File: config.mk
export PLATFORM = sky130hd
export DESIGN_NAME = cdb_requester_flat
export DESIGN_NICKNAME = d
export VERILOG_FILES = /design/src/rtl/cdb_requester_pkg.sv /design/src/rtl/cdb_requester_if.sv /design/src/rtl/cdb_result_fifo.sv /design/src/rtl/cdb_requester.sv /design/src/flat_wrapper.sv
export SDC_FILE = /design/constraint.sdc
export NUM_CORES = 1
export LEC_CHECK = 0
export ABC_CLOCK_PERIOD_IN_PS = 2730
export CAP_MARGIN = 0
export CORE_MARGIN = 10
export CORE_UTILIZATION = 32
export CTS_CLUSTER_DIAMETER = 30
export DETAILED_ROUTE_END_ITERATION = 8
export GPL_TIMING_DRIVEN = 0
export HOLD_SLACK_MARGIN = 0.05
export SYNTH_ARGS = -nofsm -noshare
export SYNTH_HDL_FRONTEND = slang
export SYNTH_SLANG_ARGS = --single-unit
export TNS_END_PERCENT = 100
File: constraint.sdc
create_clock -name clk -period 2.73 [get_ports clk]
set_input_delay 0.546 -clock clk [delete_from_list [all_inputs] [get_ports clk]]
set_output_delay 0.546 -clock clk [all_outputs]
set_load 0.01 [all_outputs]
File: src/rtl/cdb_requester_pkg.sv
// cdb_requester_pkg: CDB result struct and functional-unit indices shared by the requesters and the arbiter.
package cdb_requester_pkg;
    localparam int CDB_TAG_W  = 4;
    localparam int CDB_DATA_W = 32;
    localparam int FU_LDST = 2;
    localparam int FU_ALU1 = 1;
    localparam int FU_ALU0 = 0;
    typedef struct packed {
        logic                  valid;
        logic [CDB_TAG_W-1:0]  tag;
        logic [CDB_DATA_W-1:0] data;
    } cdb_struct_t;
endpackage

File: src/rtl/cdb_requester_if.sv
// cdb_requester_if: FU result input, arbiter request/grant and CDB drive of one requester.
interface cdb_requester_if #(
    parameter int DEPTH  = 4,
    parameter int TAG_W  = 4,
    parameter int DATA_W = 32
);
    import cdb_requester_pkg::*;
    logic                         res_valid;
    logic [TAG_W-1:0]             res_tag;
    logic [DATA_W-1:0]            res_data;
    logic                         res_ready;
    logic                         flush;
    logic                         cdb_req;
    logic [2:0]                   fu_sel;
    cdb_struct_t                  cdb_out;
    logic [$clog2(DEPTH+1)-1:0]   count;
    logic                         ovf_err;
    modport master (
        input  res_valid, res_tag, res_data, flush, fu_sel,
        output res_ready, cdb_req, cdb_out, count, ovf_err
    );
    modport slave (
        output res_valid, res_tag, res_data, flush, fu_sel,
        input  res_ready, cdb_req, cdb_out, count, ovf_err
    );
endinterface

File: src/rtl/cdb_result_fifo.sv
// cdb_result_fifo: result storage with wrapping pointers; full/empty come from the occupancy count.
module cdb_result_fifo #(
    parameter int DEPTH = 4,
    parameter int W     = 36,
    localparam int PW   = $clog2(DEPTH),
    localparam int CW   = $clog2(DEPTH+1)
) (
    input  logic          clk,
    input  logic          rst,
    input  logic          i_push,
    input  logic          i_pop,
    input  logic          i_flush,
    input  logic [W-1:0]  i_wdata,
    output logic [W-1:0]  o_rdata,
    output logic [CW-1:0] o_count,
    output logic          o_full,
    output logic          o_empty
);
    logic [W-1:0]  r_mem [DEPTH];
    logic [PW-1:0] r_wr_ptr;
    logic [PW-1:0] r_rd_ptr;
    logic [CW-1:0] r_count;
    always_ff @(posedge clk or posedge rst) begin
        if (rst) begin
            r_wr_ptr <= '0;
            r_rd_ptr <= '0;
            r_count  <= '0;
        end else if (i_flush) begin
            r_wr_ptr <= '0;
            r_rd_ptr <= '0;
            r_count  <= '0;
        end else begin
            if (i_push) r_wr_ptr <= r_wr_ptr + PW'(1);
            if (i_pop) r_rd_ptr <= r_rd_ptr + PW'(1);
            r_count <= r_count + CW'(i_push) - CW'(i_pop);
        end
    end
    always_ff @(posedge clk) begin
        if (i_push) r_mem[r_wr_ptr] <= i_wdata;
    end
    assign o_rdata = r_mem[r_rd_ptr];
    assign o_count = r_count;
    assign o_full  = r_count == CW'(DEPTH);
    assign o_empty = r_count == '0;
endmodule

File: src/rtl/cdb_requester.sv
// cdb_requester: queues one FU's results, requests the CDB and broadcasts the head in its grant cycle.
module cdb_requester
    import cdb_requester_pkg::*;
#(
    parameter int DEPTH  = 4,
    parameter int TAG_W  = CDB_TAG_W,
    parameter int DATA_W = CDB_DATA_W,
    parameter int FU_IDX = FU_ALU0
) (
    input logic               clk,
    input logic               rst,
    cdb_requester_if.master   cdb
);
    localparam int CW = $clog2(DEPTH+1);
    logic                    w_grant;
    logic                    w_push;
    logic                    w_pop;
    logic                    w_full;
    logic                    w_empty;
    logic [CW-1:0]           w_count;
    logic [TAG_W+DATA_W-1:0] w_head;
    logic                    r_ovf_err;
    assign w_grant = cdb.fu_sel[FU_IDX];
    assign w_push  = cdb.res_valid && !w_full && !cdb.flush;
    assign w_pop   = w_grant && !w_empty && !cdb.flush;
    cdb_result_fifo #(.DEPTH(DEPTH), .W(TAG_W+DATA_W)) u_fifo (
        .clk     (clk),
        .rst     (rst),
        .i_push  (w_push),
        .i_pop   (w_pop),
        .i_flush (cdb.flush),
        .i_wdata ({cdb.res_tag, cdb.res_data}),
        .o_rdata (w_head),
        .o_count (w_count),
        .o_full  (w_full),
        .o_empty (w_empty)
    );
    always_ff @(posedge clk or posedge rst) begin
        if (rst) r_ovf_err <= 1'b0;
        else if (cdb.res_valid && w_full && !cdb.flush) r_ovf_err <= 1'b1;
    end
    // Request drops in the cycle the last entry is granted: the arbiter's grant lags by one cycle.
    assign cdb.cdb_req   = !cdb.flush && (w_count > CW'(w_grant));
    assign cdb.cdb_out   = w_pop ? {1'b1, w_head} : '0;
    assign cdb.res_ready = !w_full;
    assign cdb.count     = w_count;
    assign cdb.ovf_err   = r_ovf_err;
endmodule

File: src/flat_wrapper.sv
// flat-port wrapper written by rule: the top's interface ports become plain ports
module cdb_requester_flat import cdb_requester_pkg::*;
#(
    parameter int DEPTH  = 4,
    parameter int TAG_W  = CDB_TAG_W,
    parameter int DATA_W = CDB_DATA_W,
    parameter int FU_IDX = FU_ALU0
)
  (clk, rst, cdb_res_valid, cdb_res_tag, cdb_res_data, cdb_flush, cdb_fu_sel, cdb_res_ready, cdb_cdb_req, cdb_cdb_out, cdb_count, cdb_ovf_err);
  cdb_requester_if #(.DEPTH(DEPTH), .TAG_W(TAG_W), .DATA_W(DATA_W)) cdb_i ();
  input logic clk;
  input logic rst;
  input wire logic [$bits(cdb_i.res_valid)-1:0] cdb_res_valid;
  input wire logic [$bits(cdb_i.res_tag)-1:0] cdb_res_tag;
  input wire logic [$bits(cdb_i.res_data)-1:0] cdb_res_data;
  input wire logic [$bits(cdb_i.flush)-1:0] cdb_flush;
  input wire logic [$bits(cdb_i.fu_sel)-1:0] cdb_fu_sel;
  output wire logic [$bits(cdb_i.res_ready)-1:0] cdb_res_ready;
  output wire logic [$bits(cdb_i.cdb_req)-1:0] cdb_cdb_req;
  output wire logic [$bits(cdb_i.cdb_out)-1:0] cdb_cdb_out;
  output wire logic [$bits(cdb_i.count)-1:0] cdb_count;
  output wire logic [$bits(cdb_i.ovf_err)-1:0] cdb_ovf_err;
  assign cdb_i.res_valid = cdb_res_valid;
  assign cdb_i.res_tag = cdb_res_tag;
  assign cdb_i.res_data = cdb_res_data;
  assign cdb_i.flush = cdb_flush;
  assign cdb_i.fu_sel = cdb_fu_sel;
  assign cdb_res_ready = cdb_i.res_ready;
  assign cdb_cdb_req = cdb_i.cdb_req;
  assign cdb_cdb_out = cdb_i.cdb_out;
  assign cdb_count = cdb_i.count;
  assign cdb_ovf_err = cdb_i.ovf_err;
  cdb_requester #(.DEPTH(DEPTH), .TAG_W(TAG_W), .DATA_W(DATA_W), .FU_IDX(FU_IDX)) u_core (.clk(clk), .rst(rst), .cdb(cdb_i));
endmodule
==> results of run 1 <==
## registers in the layout, indices dropped and copies added, names as in the netlist
register,flops
u_core.u_fifo.r_rd_ptr,2
u_core.cdb.ovf_err,1
u_core.u_fifo.r_mem,144
u_core.u_fifo.o_count,3
u_core.u_fifo.r_wr_ptr,2
## metrics by stage
step,hold slack (ps),TNS (ps)
floorplan,362,0
global placement,458,-145690
detailed placement,458,-11930
CTS,376,0
global route,418,0
finish,385,0
## power breakdown
| group | switching, W | internal, W |
|---|---|---|
| registers | 0.0000600 | 0.00270 |
| logic | 0.000634 | 0.000917 |
| clock network | 0.000883 | 0.00123 |
| total | 0.00158 | 0.00485 |
## per-layer routing
metal | vias up | track usage [%] | part of all wire, %
met5 | - | 0 | 0
met4 | 0 | 3.44 | 0.88
met3 | 10 | 3.97 | 6.3
met2 | 68 | 17.9 | 52
met1 | 1540 | 11.9 | 41
li1 | 1356 | - | -
## cell type report
type,count,area share (%)
sequential,152,56.5
multi-input combinational,108,18.3
inverter,12,0.562
timing repair buffer,95,12.1
buffer,14,2.16
clock inverter,14,1.37
tap,234,3.66
clock buffer,17,5.31
antenna,1,0.0312
## cell usage after synthesis, drive strengths merged
library cell	n	area (sq um)
clkbuf	1	3.75
nor3b	1	12.5
ha	8	100
fa	1	20.0
buf	13	121
nand2b	1	6.26
or3	1	6.26
xor2	2	17.5
mux4	36	822
nor2b	37	337
a31o	1	8.76
o31ai	1	12.5
mux2i	1	10.0
o311ai	1	8.76
xnor2	1	8.76
o21ai	1	5.00
nor2	6	22.5
a21oi	1	5.00
nor3	1	5.00
nand2	2	7.51
edfxtp	144	4320
a221oi	1	8.76
inv	12	45.0
and2	4	25.0
dfrtp	8	200
## repair_timing
action	CTS	global route
hold buffers	0	0
setup buffers	7	2
gates resized for setup	55	1
pin swaps	0	0
setup endpoints to repair	37	5
## kinds of logic after synthesis
logic type / after synthesis / share of synthesized area, %
flip-flops: 152 / 73.6
AND/OR/NAND/NOR: 53 / 6.86
multiplexers: 37 / 13.5
buffers and inverters: 26 / 2.77
adder cells (fa/ha/maj): 9 / 1.96
AO/OA/AOI/OAI: 6 / 0.794
XOR/XNOR: 3 / 0.428
## path summary, 6_finish.rpt
check,to,cells past startpoint,slack [ps],start
setup / recovery,cdb_cdb_out[20],6,110,u_core.u_fifo.r_rd_ptr[0]$_DFFE_PP0P_
hold / removal,u_core.cdb.ovf_err$_DFFE_PP0P_,2,390,rst
setup reg to reg,u_core.u_fifo.o_count[2]$_DFF_PP0_,12,230,u_core.u_fifo.o_count[0]$_DFF_PP0_
hold reg to reg,u_core.cdb.ovf_err$_DFFE_PP0P_,1,470,u_core.cdb.ovf_err$_DFFE_PP0P_
max in group asynchronous,u_core.u_fifo.o_count[1]$_DFF_PP0_,2,2080,rst
min in group clk,u_core.cdb.ovf_err$_DFFE_PP0P_,1,470,u_core.cdb.ovf_err$_DFFE_PP0P_
==> qor.yml, run 1 <==
status: "complete, no violations"
yosysSeqAreaShare_pct: 73.6
gp_congestion: 0.694
p_total_w: 0.00643
clk_pin_slew_worst_paths_ps: 60
fin_cells: 647
nets: 452
grt_max_degree: 29
synthToLayoutAreaGrowth_pct: 30.4
drc: 0
syn-num-nets: 338
wl_per_cell_microns: 19.3
finalHoldViolCount: 0
maxCapViolations: 0
wl_mm: 12.5
ir_drop_v: 0.000492
period_minus_slack_ps: 2620
dpl_worst_slack_ps: -334
grt_setup_unrepaired: "false"
power-per-cell-area_nw_per_um2: 803
row_count: 50
slowest_stage: "mux4_2"
port_buffers: 82
yosysWarnings: 0
setup_viol: 0
grt.overflow.total: 0
vias_per_cell: 4.60
worst_path_most_repeated_cell: "buf_12"
dieWidth_microns: 159
fmax_mhz: 381
vias: 2974
ys_seq_elements: 152
clockBufferDepth: 2
synth_cell_type_count: 31
leakagePower_nw: 2.83
startpoint_type: "flip-flop"
dp_hpwl_mm: 8.05
grt.total_usage_pct: 10.5
clock_latency_ps: 410
arrival_ps: 2080
clock_sink_count: 152
final_common_cell: "edfxtp_1"
syn_area_sq_um: 6140
layout-drive-gt1-share_pct: 27.2
finalClockSkew_ps: 5.19
cts_tree: "yes"
fin_area_sq_um: 8010
htreeDepth: 4
cp_max_fo: 6
cts_buffers: 17
worstMarginPinSlew_ps: 692
start_util_pct: 32.7
dieArea_sq_um: 25100
place_inst: 606
crit_path_cell_trace: "buf_12 > buf_12 > buf_8 > mux4_2 > nor2b_4 > dlygate4sd2_1"
final_cell_mix: "edfxtp_1, clkdlybuf4s50_1, dlygate4sd2_1"
core_sq_um: 18800
slew_violations: 0
grt_pass1_wl_mm: 19.4
hp-class: "in -> async"
ant_nets: 0
synthCells: 286
dpl-instance-area_sq_um: 7360
end_kind: "output port"
required_ps: 2180
antenna_found_initial: 0
avgSynthCellArea_sq_um: 21.5
crit_family: "buffers and inverters"
seqCellArea_sq_um: 4530
fin_crit_sh_pct: 96.1
crit_type: "reg -> out"
dr.pass1.iters: 4
multi_input_area_sq_um: 1460
final_util_pct: 42.7
fin_ws_ps: 106
critPathBufInv: 4
first_global_vias: 3376
fillerInstances: 1685
cts_root_buf: "clkbuf_16"
max_stage_delay_ps: 500
pin_count: 86
die_h_microns: 159
maxSlewHeadroom_pct: 53.9
drtIter0Drc: 97
Note: power is estimated with default switching activity, not from simulation.
==> inputs of run 2 (changes only) <==
--- a/config.mk
+++ b/config.mk
@@ -8,11 +8,12 @@
 export ABC_CLOCK_PERIOD_IN_PS = 2730
 export CAP_MARGIN = 0
 export CORE_MARGIN = 10
-export CORE_UTILIZATION = 32
+export CORE_UTILIZATION = 40
 export CTS_CLUSTER_DIAMETER = 30
 export DETAILED_ROUTE_END_ITERATION = 8
 export GPL_TIMING_DRIVEN = 0
 export HOLD_SLACK_MARGIN = 0.05
+export SKIP_CTS_REPAIR_TIMING = 1
 export SYNTH_ARGS = -nofsm -noshare
 export SYNTH_HDL_FRONTEND = slang
 export SYNTH_SLANG_ARGS = --single-unit
==> qor.yml, run 2 (synthesis results as in run 1) <==
power-per-cell-area_nw_per_um2: 809
dieArea_sq_um: 20700
worstMarginPinSlew_ps: 582
die_h_microns: 144
grt.overflow.total: 0
row_count: 45
wl_mm: 11.6
maxSlewHeadroom_pct: 61.2
cts_buffers: 17
crit_type: "reg -> out"
clk_pin_slew_worst_paths_ps: 60
drc: 0
antenna_found_initial: 0
htreeDepth: 4
grt_pass1_wl_mm: 17.9
finalClockSkew_ps: 4.93
synthToLayoutAreaGrowth_pct: 31.1
ir_drop_v: 0.000416
dieWidth_microns: 144
fin_crit_sh_pct: 101
status: "finished, violations left"
required_ps: 2180
port_buffers: 82
startpoint_type: "flip-flop"
hp-class: "in -> async"
maxCapViolations: 0
end_kind: "output port"
nets: 448
clockBufferDepth: 2
dpl-instance-area_sq_um: 7290
vias_per_cell: 4.98
slew_violations: 0
dp_hpwl_mm: 7.53
dr.pass1.iters: 4
largest_register: "u_core.u_fifo.r_mem"
gp_congestion: 0.735
cp_max_fo: 10
final_cell_mix: "edfxtp_1, clkdlybuf4s50_1, dlymetal6s2s_1"
grt_setup_unrepaired: "true"
pin_count: 86
fmax_mhz: 362
final_common_cell: "edfxtp_1"
core_sq_um: 15100
grt.total_usage_pct: 11.8
setup_viol: 1
drtIter0Drc: 136
leakagePower_nw: 3.27
arrival_ps: 2220
vias: 2969
finalHoldViolCount: 0
layout-drive-gt1-share_pct: 25.5
fin_ws_ps: -31.9
wl_per_cell_microns: 19.5
cts_tree: "yes"
antenna_cells: 0
whs_ps: 373
grt_max_degree: 24
ant_nets: 0
largest_register_ffs: 144
period_minus_slack_ps: 2760
failed_checks: "negative setup slack"
cts_root_buf: "clkbuf_16"
clock_latency_ps: 410
fin_area_sq_um: 8050
start_util_pct: 40.6
first_global_vias: 3218
clock_sink_count: 152
[run 2: cell types whose count changed in the layout (fill, tap and decap cells not counted), sizes merged, moves of 2 or more]
cell	change
dlygate4sd2	-36
dlymetal6s2s	+35
buf	-5
clkbuf	+3
bufinv	+2
clkinv	-2
[run 2: through the flow]
step / setup WS [ps] / util, % / instances / setup TNS, ps / power [W]
after detailed placement: -281 / 48.1 / 560 / -6950 / 0.00426
after floorplan: 211 / - / 286 / 0 / 0.00375
after global routing: -146 / 53.2 / 596 / -146 / 0.00679
after CTS: -332 / 51.9 / 591 / -7810 / 0.00652
after global placement: -866 / 47.5 / 556 / -128050 / 0.00423
final: -31.9 / 53.2 / 596 / -31.9 / 0.00651
[run 2: routing by layer]
layer	vias up	GRT usage (%)	share of wire, %
li1	1351	-	-
met1	1532	13.6	43
met2	73	19.2	50
met3	13	4.49	5.6
met4	0	5.64	1.6
met5	-	0	0
[run 2: cell type report]
class | count | area [sq um]
plain buffers | 14 | 169
clock buffers | 19 | 433
clock inverters | 12 | 134
fillers | 1206 | 7090
inverters | 12 | 45.0
multi-input cells | 108 | 1460
flip-flops and latches | 152 | 4530
well taps | 188 | 235
repair buffers | 91 | 1050
[run 2: worst paths after layout]
path	endpoint	slack, ps	start	depth (start not counted)
max in group asynchronous	u_core.u_fifo.o_count[1]$_DFF_PP0_	2100	rst	2
worst max register to register	u_core.u_fifo.o_count[2]$_DFF_PP0_	190	u_core.u_fifo.o_count[1]$_DFF_PP0_	12
min in group clk	u_core.cdb.ovf_err$_DFFE_PP0P_	470	u_core.cdb.ovf_err$_DFFE_PP0P_	1
worst min-delay path	u_core.cdb.ovf_err$_DFFE_PP0P_	370	rst	2
worst max-delay path	cdb_cdb_out[14]	-30	u_core.u_fifo.r_rd_ptr[0]$_DFFE_PP0P_	4
worst min register to register	u_core.cdb.ovf_err$_DFFE_PP0P_	470	u_core.cdb.ovf_err$_DFFE_PP0P_	1
[run 2: worst max-delay path, stage by stage, from the launching register on]
cell,delay [ps]
dfrtp_1,400
buf_4,270
mux4_2,520
nor2b_1,140
clkdlybuf4s50_1,470
[run 2: power breakdown]
part	internal, W	leakage (nW)	total (W)	switching [W]
Clock	0.00141	0.270	0.00225	0.000837
Sequential	0.00270	1.41	0.00277	0.0000688
Combinational	0.000891	1.59	0.00149	0.000603
Total	0.00500	3.27	0.00651	0.00151
==> inputs of run 3 (changes only) <==
--- a/config.mk
+++ b/config.mk
@@ -13,6 +13,7 @@
 export DETAILED_ROUTE_END_ITERATION = 8
 export GPL_TIMING_DRIVEN = 0
 export HOLD_SLACK_MARGIN = 0.05
+export REMOVE_ABC_BUFFERS = 1
 export SKIP_CTS_REPAIR_TIMING = 1
 export SYNTH_ARGS = -nofsm -noshare
 export SYNTH_HDL_FRONTEND = slang
==> constraint.sdc (replaced) <==
create_clock -name clk -period 2.73 [get_ports clk]
set_input_delay 0.546 -clock clk [delete_from_list [all_inputs] [get_ports clk]]
set_output_delay 0.546 -clock clk [all_outputs]
set_load 0.1 [all_outputs]
==> qor.yml, run 3 (synthesis results as in run 1) <==
status: "finished, violations left"
failed_checks: "negative setup slack"
r2r_end: "u_core.u_fifo.o_count[2]$_DFF_PP0_"
dp_hpwl_mm: 6.97
required_ps: 2180
fillerInstances: 1241
pin_count: 86
die_h_microns: 144
period_minus_slack_ps: 2730
worstMarginPinSlew_ps: 989
final_common_cell: "edfxtp_1"
endpoint: "cdb_cdb_out[36]"
layout-drive-gt1-share_pct: 34.3
dieArea_sq_um: 20700
multi_input_area_sq_um: 1480
startpoint: "cdb_flush"
ir_drop_v: 0.000794
largest_register_ffs: 144
finalHoldViolCount: 0
fmax_mhz: 366
fin_crit_sh_pct: 100
wl_per_cell_microns: 20.0
grt_setup_unrepaired: "true"
maxSlewHeadroom_pct: 34.0
nets: 439
grt_pass1_wl_mm: 17.3
fin_area_sq_um: 7840
core_sq_um: 15100
htreeDepth: 4
clockBufferDepth: 2
antenna_cells: 0
synthToLayoutAreaGrowth_pct: 27.6
cp_max_fo: 9
setup_viol: 1
dieWidth_microns: 144
end_kind: "output port"
leakagePower_nw: 2.68
dpl_worst_slack_ps: -1240
finalClockSkew_ps: 11.3
largest_register: "u_core.u_fifo.r_mem"
seqCellArea_sq_um: 4530
clk_pin_slew_worst_paths_ps: 60
cts_tree: "yes"
final_cell_mix: "edfxtp_1, clkdlybuf4s50_1, mux4_2"
power-per-cell-area_nw_per_um2: 910
cts_buffers: 17
drc: 0
row_count: 45
dpl-instance-area_sq_um: 7220
first_global_vias: 3174
dr.pass1.iters: 4
hp-class: "in -> async"
ant_nets: 0
reg2reg_depth: 11
crit_type: "in -> out"
antenna_found_initial: 0
slew_violations: 0
rr_startpoint: "u_core.u_fifo.o_count[1]$_DFF_PP0_"
vias_per_cell: 4.96
final_util_pct: 51.7
vias: 2916
start_util_pct: 40.6
startpoint_type: "primary input"
port_buffers: 83
grt.total_usage_pct: 11.3
gp_congestion: 0.708
wl_mm: 11.8
clock_sink_count: 152
clock_latency_ps: 420
grt_max_degree: 38
reg2reg_slack_ps: 130
fin_ws_ps: -3.00
grt.overflow.total: 0
drtIter0Drc: 148
maxCapViolations: 0
cts_root_buf: "clkbuf_16"
arrival_ps: 2190
==> run 3: cell count changes in the layout (fill, tap and decap cells not counted), sizes merged <==
cell	change
inv	+1
buf	-4
bufinv	-1
nand2b	+1
dlymetal6s2s	-34
clkinvlp	+2
clkbuf	+29
clkdlybuf4s50	-2
==> run 3: worst min-delay path by stage <==
stage	start	endpoint	depth (start not counted)
after global placement	u_core.cdb.ovf_err$_DFFE_PP0P_	u_core.cdb.ovf_err$_DFFE_PP0P_	1
final	rst	u_core.cdb.ovf_err$_DFFE_PP0P_	2
after floorplan	rst	u_core.cdb.ovf_err$_DFFE_PP0P_	1
after global routing	rst	u_core.u_fifo.o_count[2]$_DFF_PP0_	2
after CTS	rst	u_core.cdb.ovf_err$_DFFE_PP0P_	2
after detailed placement	u_core.cdb.ovf_err$_DFFE_PP0P_	u_core.cdb.ovf_err$_DFFE_PP0P_	1
==> run 3: routing by layer <==
layer	part of all wire, %	up-vias	wire length (microns)	GRT usage [%]
li1	-	1330	-	-
met4	1.2	0	145	4.35
met3	5.0	13	583	4.32
met2	48	65	5620	17.8
met1	46	1508	5400	13.9
met5	0	-	0	0
==> run 3: critical path: stages <==
cell,delay (ps)
clkdlybuf4s50_1,580
inv_2,250
nand2b_4,120
buf_12,170
inv_2,60
clkbuf_2,450
==> run 3: report_power, final <==
part           total [W]  switching [W]  internal [W]
logic            0.00213        0.00132      0.000815
registers        0.00279      0.0000890       0.00270
clock network    0.00221       0.000876       0.00133
total            0.00713        0.00228       0.00485
==> run 3: layout make-up <==
cell class                 instances  area share, %
clock buffer                      18           5.48
clock inverter                    14           1.69
inverter                          12          0.575
multi-input combinational        109           18.9
sequential                       152           57.8
tap                              188           3.00
timing repair buffer              95           12.5
==> run 3: through the flow <==
step	total power (W)	cells	hold WS, ps	setup TNS (ps)
floorplan	0.00438	272	362	-79320
global route	0.00741	588	413	-77.2
detailed placement	0.00491	549	463	-50050
finish	0.00713	588	379	-3.00
global placement	0.00488	543	460	-237590
CTS	0.00711	581	366	-41960
